<file path="src/rtl/fetch_pkg.sv">
// rtl/fetch_pkg.sv - shared types and constants for the instruction fetch unit
//
// Contents:
//   fetch_state_t     fetch FSM state encoding (ST_FAULT only exists when
//                     FETCH_MISALIGN_TRAP_EN is defined)
//   INSTR_BYTES       size of one instruction word in bytes
//   DEFAULT_RESET_PC  default value of the RESET_PC parameter
//   next_seq_pc()     sequential PC step, wraps modulo 2^32

package fetch_pkg;

  localparam logic [31:0] INSTR_BYTES      = 32'd4;
  localparam logic [31:0] DEFAULT_RESET_PC = 32'h0000_0000;

  typedef enum logic [1:0] {
    ST_IDLE  = 2'd0,
    ST_WAIT  = 2'd1,
    ST_HOLD  = 2'd2
`ifdef FETCH_MISALIGN_TRAP_EN
    ,
    ST_FAULT = 2'd3
`endif
  } fetch_state_t;

  // 32-bit add drops the carry, so 0xFFFF_FFFC steps to 0x0000_0000.
  function automatic logic [31:0] next_seq_pc(input logic [31:0] pc);
    return pc + INSTR_BYTES;
  endfunction

endpackage

</file>
<file path="src/rtl/fetch_pc_reg.sv">
// rtl/fetch_pc_reg.sv - program counter register with sequential/redirect next-PC mux
//
// Ports:
//   clk          rising-edge clock
//   rst          asynchronous active-high reset, loads RESET_PC
//   load_target  load target into pc (takes priority over load_seq)
//   load_seq     advance pc by one instruction
//   target       redirect address
//   pc           current program counter
//   pc_next      value pc takes at the next clock edge

module fetch_pc_reg
  import fetch_pkg::*;
#(
  parameter logic [31:0] RESET_PC = DEFAULT_RESET_PC
) (
  input  logic        clk,
  input  logic        rst,
  input  logic        load_target,
  input  logic        load_seq,
  input  logic [31:0] target,
  output logic [31:0] pc,
  output logic [31:0] pc_next
);

  always_comb begin
    pc_next = pc;
    if (load_target) begin
      pc_next = target;
    end else if (load_seq) begin
      pc_next = next_seq_pc(pc);
    end
  end

  always_ff @(posedge clk or posedge rst) begin
    if (rst) begin
      pc <= RESET_PC;
    end else begin
      pc <= pc_next;
    end
  end

endmodule

</file>
<file path="src/rtl/fetch_unit.sv">
// rtl/fetch_unit.sv - single-outstanding instruction fetch unit with branch redirect
//
// Build option: FETCH_MISALIGN_TRAP_EN - a redirect to a non word-aligned
// target sets misalign_fault and parks the unit in ST_FAULT until reset.
// Without it the low two target bits are cleared and misalign_fault is 0.
//
// Ports:
//   clk, rst        clock, asynchronous active-high reset
//   take_branch     redirect request, branch_target valid with it
//   branch_target   redirect PC
//   imem_req        instruction memory request (held until imem_ack)
//   imem_addr       fetch address (held until imem_ack)
//   imem_ack        memory response, imem_rdata valid in the same cycle
//   imem_rdata      fetched instruction word
//   instr_valid     instr/instr_pc valid toward decode
//   instr_ready     decode accepts the held instruction
//   instr, instr_pc held instruction and its PC
//   misalign_fault  sticky misaligned-target flag

module fetch_unit
  import fetch_pkg::*;
#(
  parameter logic [31:0] RESET_PC = DEFAULT_RESET_PC
) (
  input  logic        clk,
  input  logic        rst,
  input  logic        take_branch,
  input  logic [31:0] branch_target,
  output logic        imem_req,
  output logic [31:0] imem_addr,
  input  logic        imem_ack,
  input  logic [31:0] imem_rdata,
  output logic        instr_valid,
  input  logic        instr_ready,
  output logic [31:0] instr,
  output logic [31:0] instr_pc,
  output logic        misalign_fault
);

  fetch_state_t state;
  logic         kill;         // in-flight request belongs to a squashed path
  logic [31:0]  pc;
  logic [31:0]  pc_next;
  logic [31:0]  target;
  logic         bad_target;
  logic         load_target;
  logic         load_seq;

`ifdef FETCH_MISALIGN_TRAP_EN
  assign target     = branch_target;
  assign bad_target = take_branch && (branch_target[1:0] != 2'b00);
`else
  assign target     = branch_target & ~32'h0000_0003;
  assign bad_target = 1'b0;
`endif

  fetch_pc_reg #(
    .RESET_PC (RESET_PC)
  ) u_pc_reg (
    .clk         (clk),
    .rst         (rst),
    .load_target (load_target),
    .load_seq    (load_seq),
    .target      (target),
    .pc          (pc),
    .pc_next     (pc_next)
  );

  // The PC tracks the architectural path; it may run ahead of imem_addr
  // while a squashed request is still waiting for its ack.
  always_comb begin
    load_target = 1'b0;
    load_seq    = 1'b0;
    if (!bad_target) begin
      case (state)
        ST_IDLE, ST_WAIT: load_target = take_branch;
        ST_HOLD: begin
          load_target = take_branch;
          load_seq    = instr_ready && !take_branch;
        end
        default: ;
      endcase
    end
  end

  always_ff @(posedge clk or posedge rst) begin
    if (rst) begin
      state       <= ST_IDLE;
      kill        <= 1'b0;
      imem_req    <= 1'b0;
      imem_addr   <= RESET_PC;
      instr_valid <= 1'b0;
      instr       <= 32'h0;
      instr_pc    <= 32'h0;
`ifdef FETCH_MISALIGN_TRAP_EN
      misalign_fault <= 1'b0;
    end else if (bad_target && (state != ST_FAULT)) begin
      state          <= ST_FAULT;
      kill           <= 1'b0;
      imem_req       <= 1'b0;
      instr_valid    <= 1'b0;
      misalign_fault <= 1'b1;
`endif
    end else begin
      case (state)
        ST_IDLE: begin
          state     <= ST_WAIT;
          imem_req  <= 1'b1;
          imem_addr <= pc_next;
        end
        ST_WAIT: begin
          if (imem_ack) begin
            if (kill || take_branch) begin
              // Stale response: drop it and reissue on the current path.
              kill      <= 1'b0;
              imem_addr <= pc_next;
            end else begin
              instr       <= imem_rdata;
              instr_pc    <= pc;
              imem_req    <= 1'b0;
              instr_valid <= 1'b1;
              state       <= ST_HOLD;
            end
          end else if (take_branch) begin
            kill <= 1'b1;
          end
        end
        ST_HOLD: begin
          if (take_branch || instr_ready) begin
            instr_valid <= 1'b0;
            imem_req    <= 1'b1;
            imem_addr   <= pc_next;
            state       <= ST_WAIT;
          end
        end
`ifdef FETCH_MISALIGN_TRAP_EN
        ST_FAULT: begin
          imem_req    <= 1'b0;
          instr_valid <= 1'b0;
        end
`endif
        default: begin
          state    <= ST_IDLE;
          imem_req <= 1'b0;
        end
      endcase
    end
  end

`ifndef FETCH_MISALIGN_TRAP_EN
  assign misalign_fault = 1'b0;
`endif

endmodule

</file>
<file path="config.mk">
export PLATFORM = sky130hd
export DESIGN_NAME = fetch_unit
export DESIGN_NICKNAME = d
export VERILOG_FILES = /design/src/rtl/fetch_pkg.sv /design/src/rtl/fetch_pc_reg.sv /design/src/rtl/fetch_unit.sv
export SDC_FILE = /design/constraint.sdc
export NUM_CORES = 1
export LEC_CHECK = 0
export ABC_AREA = 1
export CORE_ASPECT_RATIO = 0.9
export CORE_MARGIN = 10
export CORE_UTILIZATION = 52
export CTS_CLUSTER_DIAMETER = 30
export DETAILED_ROUTE_END_ITERATION = 6
export PLACE_DENSITY = 0.84
export SYNTH_ARGS = -nofsm -noshare
export SYNTH_HDL_FRONTEND = slang
export SYNTH_SLANG_ARGS = --single-unit
export TNS_END_PERCENT = 10
</file>
<file path="constraint.sdc">
create_clock -name clk -period 6.75 [get_ports clk]
set_input_delay 0.675 -clock clk [delete_from_list [all_inputs] [get_ports clk]]
set_output_delay 0.675 -clock clk [all_outputs]
set_load 0.05 [all_outputs]
</file>
Word-level counts from Yosys, hierarchy flattened
Index checks and enable logic that the tools add are counted.

Bits in registers: 133. Output and inout bits: 99. Word-level logic and storage cells: 54.

$add $sub $neg: 1. Eq/ne operators: 7. Mux-type cells: 23. Bitwise gates (word level): 1. Reduce and logical (&&, ||, !) cells: 14.

Operator list (count): $mux 32 (5); $pmux 32 s3 (1); $add 32x3->32 const B (1); $mux 1 (11); $reduce_and 3->1 (3); $ne 2x2->1 const B (4); $reduce_and 4->1 (2); $mux 2 (3); $pmux 2 s3 (1); $reduce_bool 2->1 (2); $pmux 1 s3 (1); $reduce_bool 3->1 (1); $reduce_or 3->1 (1); $eq 2x1->1 const B (1); $eq 2x2->1 const B (1); $logic_not 2->1 (1); $logic_or 1x1->1 (2); $ne 2x1->1 const B (1); $pmux 1 s2 (1); $logic_and 1x1->1 (1); $logic_not 1->1 (1); $not 1->1 (1).

Depth between registers and ports, before layout
Depth in word-level cells: 8. Gate-level depth with buffers: 12.

Modules after synthesis
A second synthesis with hierarchy kept.

Cell total of the unflattened synthesis: 737. Area total of the unflattened synthesis: 6239.7 µm².

Modules (own cells, without submodules): fetch_unit (times used 1, cells each 444, area an instance 4205.3 µm²); fetch_pc_reg (times used 1, cells each 293, area an instance 2034.5 µm²).

Worst setup path after synthesis
OpenSTA, ideal clock, no wires.

Kind: register -> register. Start: reg state[0]. End: reg imem_addr[17]. Arrival: 1.641 ns. Slack: 4.991 ns. Stages on the path, launching flop included: 11. Buffers on the path: 0. Clock period less this slack: 1.759 ns. Cells stage by stage: dfrtp_1 > inv_1 > nand2_2 > nor2_2 > nand2_1 > nor2_4 > nand2_2 > xor2_1 > nand2_1 > nand3_1 > nand2_1.

Cells in the longest elaborated chain, start to end: 7.

Ends and longest elaborated chain: start: declaration (RTL line fetch_unit.sv:40) `fetch_state_t state;`; start signal: assignment (RTL line fetch_unit.sv:88) `state <= ST_IDLE;`; start signal: assignment (RTL line fetch_unit.sv:107) `state <= ST_WAIT;`; start signal: assignment (RTL line fetch_unit.sv:122) `state <= ST_HOLD;`; $eq 2x2->1, or another cell as far along (RTL line fetch_unit.sv:75, fetch_unit.sv:105); $reduce_or 3->1 (no source line) or $mux 1 (tied branches); $mux 1 or $mux 32 (tied branches) (RTL line fetch_unit.sv:75, fetch_pc_reg.sv:30); $mux 32 (RTL line fetch_pc_reg.sv:28) `if (load_target) begin`; $mux 32 (RTL line fetch_unit.sv:113) `if (kill || take_branch) begin`; $mux 32 (RTL line fetch_unit.sv:112) `if (imem_ack) begin`; $pmux 32 s3 (RTL line fetch_unit.sv:105) `case (state)`; end signal: assignment (RTL line fetch_unit.sv:109) `imem_addr <= pc_next;`; end signal: assignment (RTL line fetch_unit.sv:116) `imem_addr <= pc_next;`; end signal: assignment (RTL line fetch_unit.sv:132) `imem_addr <= pc_next;`; end: declaration (RTL line fetch_unit.sv:30) `output logic [31:0] imem_addr,`.

Parallel ways exist; a longest one is shown, timed or not. The select of a mux whose other input is x is not followed. A chain may end at the register's enable or synchronous reset.

Final worst setup path
Start: in instr_ready. End: reg imem_addr[10].

Cells in the longest elaborated chain, start to end: 7.

Ends and longest elaborated chain: start: declaration (RTL line fetch_unit.sv:34) `input logic instr_ready,`; $logic_and 1x1->1 (RTL line fetch_unit.sv:79) `load_seq = instr_ready && !take_branch;`; $mux 1 (RTL line fetch_unit.sv:75) `case (state)`; $mux 32 (RTL line fetch_pc_reg.sv:30) `end else if (load_seq) begin`; $mux 32 (RTL line fetch_pc_reg.sv:28); $mux 32 (RTL line fetch_unit.sv:113); $mux 32 (RTL line fetch_unit.sv:112); $pmux 32 s3 (RTL line fetch_unit.sv:105).

Parallel ways exist; a longest one is shown, timed or not. The select of a mux whose other input is x is not followed.

==> parameters.txt <==
Parameter                              Value

Synth
  Proportion of synthesized chip area in sequential cells ... 55.77%
  Primary flip-flop cell chosen by synthesis mapping ... sky130_fd_sc_hd__dfrtp_1
  Post-synthesis compound-gate area fraction ... ~6.1%
  Area share of xor/xnor cells in the synthesized design ... 1.627%
  Basic-gate share of the synthesized area counting and, or, nand and nor cells ... 23.28%
  Cell taking the most area after synthesis ... sky130_fd_sc_hd__dfrtp_1
  Cell area after synthesis ... 0.005923 sq mm
  Flip-flop and latch count after synthesis ... 132
  Main combinational cell family by area after synthesis ... simple AND/OR/NAND/NOR gates
  Mux contribution to synthesized area ... approximately 8%
  Top post-synthesis cells by area ... sky130_fd_sc_hd__dfrtp_1 56%, sky130_fd_sc_hd__nand2_1 12%, sky130_fd_sc_hd__mux2_2 8.0%
  Cells after synthesis ... 633
  Library cell with the highest instance count after synthesis ... sky130_fd_sc_hd__nand2_1
  Adder-cell area share of the yosys netlist ... 0.2112%
  Area share of the largest cell type after synthesis ... 55.77%
  Number of warnings issued by yosys ... 0
  Post-synthesis async set-or-reset flop share ... 100.0%
  Distinct cell type count after synthesis ... 38
  Net Count, Synth ... 703
  Post-Synthesis Mean Instance Area ... 9.357 sq um
  Number of enable flip-flop cells after synthesis ... 0
  Commonest cells in the netlist ... 195 x sky130_fd_sc_hd__nand2_1, 132 x sky130_fd_sc_hd__dfrtp_1, 45 x sky130_fd_sc_hd__nand3_1, 44 x sky130_fd_sc_hd__inv_1, 42 x sky130_fd_sc_hd__mux2_2

Worst setup path
  Crit path buf inv count ... 3
  Critical Path AT ... roughly 3000 ps
  Critical path start-end classification ... input pin to register
  Depth of the most critical reg-to-reg path ... 5
  RR Startpoint ... state[0]
  Sequence of cells on the critical path ... clkdlybuf4s50_1 > nor2_1 > nand2_1 > nand2_1 > nand2_1 > buf_4 > clkinv_1 > o21ai_0
  WP data required ... between 7000 and 8000 ps
  Slowest stage cell, crit path ... sky130_fd_sc_hd__clkinv_1
  Critical Path Sink ... imem_addr[10]
  Worst-path maximum fanout ... 38
  Startpoint class of the critical path ... input pin
  Critical Path End Type ... register
  Instance count on the critical path ... 8
  Largest stage delay on the critical path ... between 700 and 800 ps
  RR Endpoint ... instr_pc[2]
  Most numerous cell on the critical path ... sky130_fd_sc_hd__nand2_1
  Crit-path leading delay family ... buffers and inverters
  Slack of the worst reg-to-reg path ... 4410 ps
  CP Launch Point ... instr_ready

Clocking
  Hold buffer count at CTS ... 0
  Clock tree from TritonCTS ... yes
  Clock tree root driver cell ... sky130_fd_sc_hd__clkbuf_16
  # clock sinks ... 132
  CTS clock-pin slew for the worst setup and hold paths ... 50 ps
  Post-CTS setup-driven buffer insertion count ... 0
  Cts repair resizes ... 0
  Later-pin clock latency in the skew report ... roughly 410 ps
  Htree depth ... 4
  Maximum number of buffers from clock root to sink ... 2
  Number of buffers added by the clock tree synthesis step ... 17

Placement
  Final Wtd Congestion ... 0.9143
  Placed Instances ... 929
  HPWL after detailed placement ... 12630 um
  Number of buffers inserted by port buffering ... 164

Drt
  Remaining routing DRC violations ... 0
  Routed vias/inst ... 5.159
  Number of routed nets with antenna violations ... 0
  Average detailed-routed wire length per instance ... 17.69 um
  Detailed Route Iter0 Violations ... 338
  Number of vias in the routed layout ... 4958
  Wire length after detailed routing ... approximately 17000 um
  First-pass iteration count of the detailed router ... 5

STA
  Clock Skew ... 8.286 ps
  Total count of hold-check failures in the final report ... 0
  Crit share post-route ... 39.60%
  Measured slew at the worst slew-check pin ... 1016 ps
  Total count of max-transition violations in the final report ... 0
  Setup repair after global routing missed its margin ... false
  Worst slew margin relative to its limit ... 32.26%
  Peak clock frequency supported by timing ... between 300 and 400 MHz
  Shortest period the worst path allows ... 2673 ps
  Final setup violation count ... 0
  Accumulated negative setup slack ... 0 ps

Pwr
  Power density of the placed cells ... 531.4 mW/mm^2
  Worst VDD drop ... 305.7 uV
  Static leakage ... 3.749 nW

Run status
  Outcome ... finished clean

Global routing
  Total global routing overflow ... 0
  Number of global-route vias before repair ... between 5000 and 6000
  Global-route wire length before repair ... 27390 um
  Number of antenna violations at the first check in global routing ... 0
  GRT Overall Usage ... 21.45%
  Maximum number of pins on one net before global-route repair ... 86

Hold path
  Hold Crit Depth ... 2
  Worst min-delay path category ... register to register
  Worst Min Path Start ... imem_addr[0]

Floorplanning
  Initial core utilization ... a little over half
  Core Box Area ... 0.01099 sq mm
  DIE AREA ... 0.01607 sq mm
  Cell Rows ... 36
  Number of top-level pins ... 168
  Floorplan die height ... roughly 120 um
  Floorplan die width ... 132.5 um

Finish
  N_diodes ... 0
  Total Nets Final ... 866
  Finished Layout Cells ... 961
  Share of post-route cells with drive strength above 1 ... between 10% and 20%
  Post-route core utilization ... roughly three quarters
  Synth-to-Final Area Change ... 39.04%

Job
  Count of max-cap constraint violations ... 0
==> sequential cells by signal, indices dropped and copies added (netlist names) <==
signal and flops:
imem_addr 32, instr 32, instr_pc 32, instr_valid 1, kill 1, state 2
u_pc_reg.pc 32
==> power breakdown <==
group          leakage [nW]  internal, mW  switching, mW
clock                 0.281         0.540          0.324
sequential             1.58          1.11          0.205
combinational          1.88         0.720           1.48
total                  3.75          2.37           2.01
==> layout by cell type, fill, tap and decap left out, types with 11 or more instances in the layout <==
cell type	n
sky130_fd_sc_hd__clkbuf_16	17
sky130_fd_sc_hd__clkdlybuf4s50_1	164
sky130_fd_sc_hd__dfrtp_1	132
sky130_fd_sc_hd__inv_1	43
sky130_fd_sc_hd__mux2_2	42
sky130_fd_sc_hd__nand2_1	194
sky130_fd_sc_hd__nand3_1	45
sky130_fd_sc_hd__nor2_1	35
sky130_fd_sc_hd__o21ai_0	29
sky130_fd_sc_hd__or2_2	11
sky130_fd_sc_hd__xor2_1	11
==> final cells by class <==
| type | count | area (sq um) |
|---|---|---|
| flip-flops and latches | 132 | 3303 |
| fillers | 799 | 2755 |
| multi-input cells | 430 | 2327 |
| repair buffers | 168 | 1672 |
| clock buffers | 22 | 484.2 |
| well taps | 152 | 190.2 |
| inverters | 47 | 178.9 |
| clock inverters | 10 | 80.08 |
==> per-layer routing <==
metal	share of wire [%]	wire (um)	up-vias	GRT usage [%]
met5	0	0	-	0
met4	1.4	244	0	6.937
met3	8.7	1471	22	7.616
met2	45	7641	215	32.81
met1	45	7646	2353	27.94
li1	-	-	2368	-
==> cells by family after synthesis <==
| family | after synthesis |
|---|---|
| and+or+nand+nor | 316 |
| DFF | 132 |
| buffers and inverters | 71 |
| AOI/OAI and AO/OA | 59 |
| muxes | 42 |
| xor gates and xnor gates | 11 |
| adders and majority gates | 1 |
| other | 1 |
==> through the flow <==
step | hold WS [ps] | power (mW) | setup slack, ps | cell area [sq um]
4_1_cts | 473.0 | 4.405 | 4116 | 8235
5_1_grt | 496.0 | 4.583 | 3897 | 8235
3_5_place_dp | 460.2 | 3.528 | 3675 | 7671
2_1_floorplan | 481.0 | 2.720 | 2549 | 5923
6_report | 468.2 | 4.376 | 4077 | 8235
3_3_place_gp | 457.9 | 3.477 | 3750 | 7671
==> tightest hold or removal path: cells and delay by family (launching register included) <==
family,cells,cell delay [ps]
flip-flops,1,340
AND/OR/NAND/NOR,2,100
==> worst min-delay path by stage <==
stage	to	slack, ps
6_report	imem_addr[0]	470
3_5_place_dp	imem_addr[0]	460
4_1_cts	imem_addr[0]	470
3_3_place_gp	imem_addr[1]	460
5_1_grt	imem_addr[0]	500
2_1_floorplan	u_pc_reg.pc[0]	480
Power figures use the tool's default switching activity.
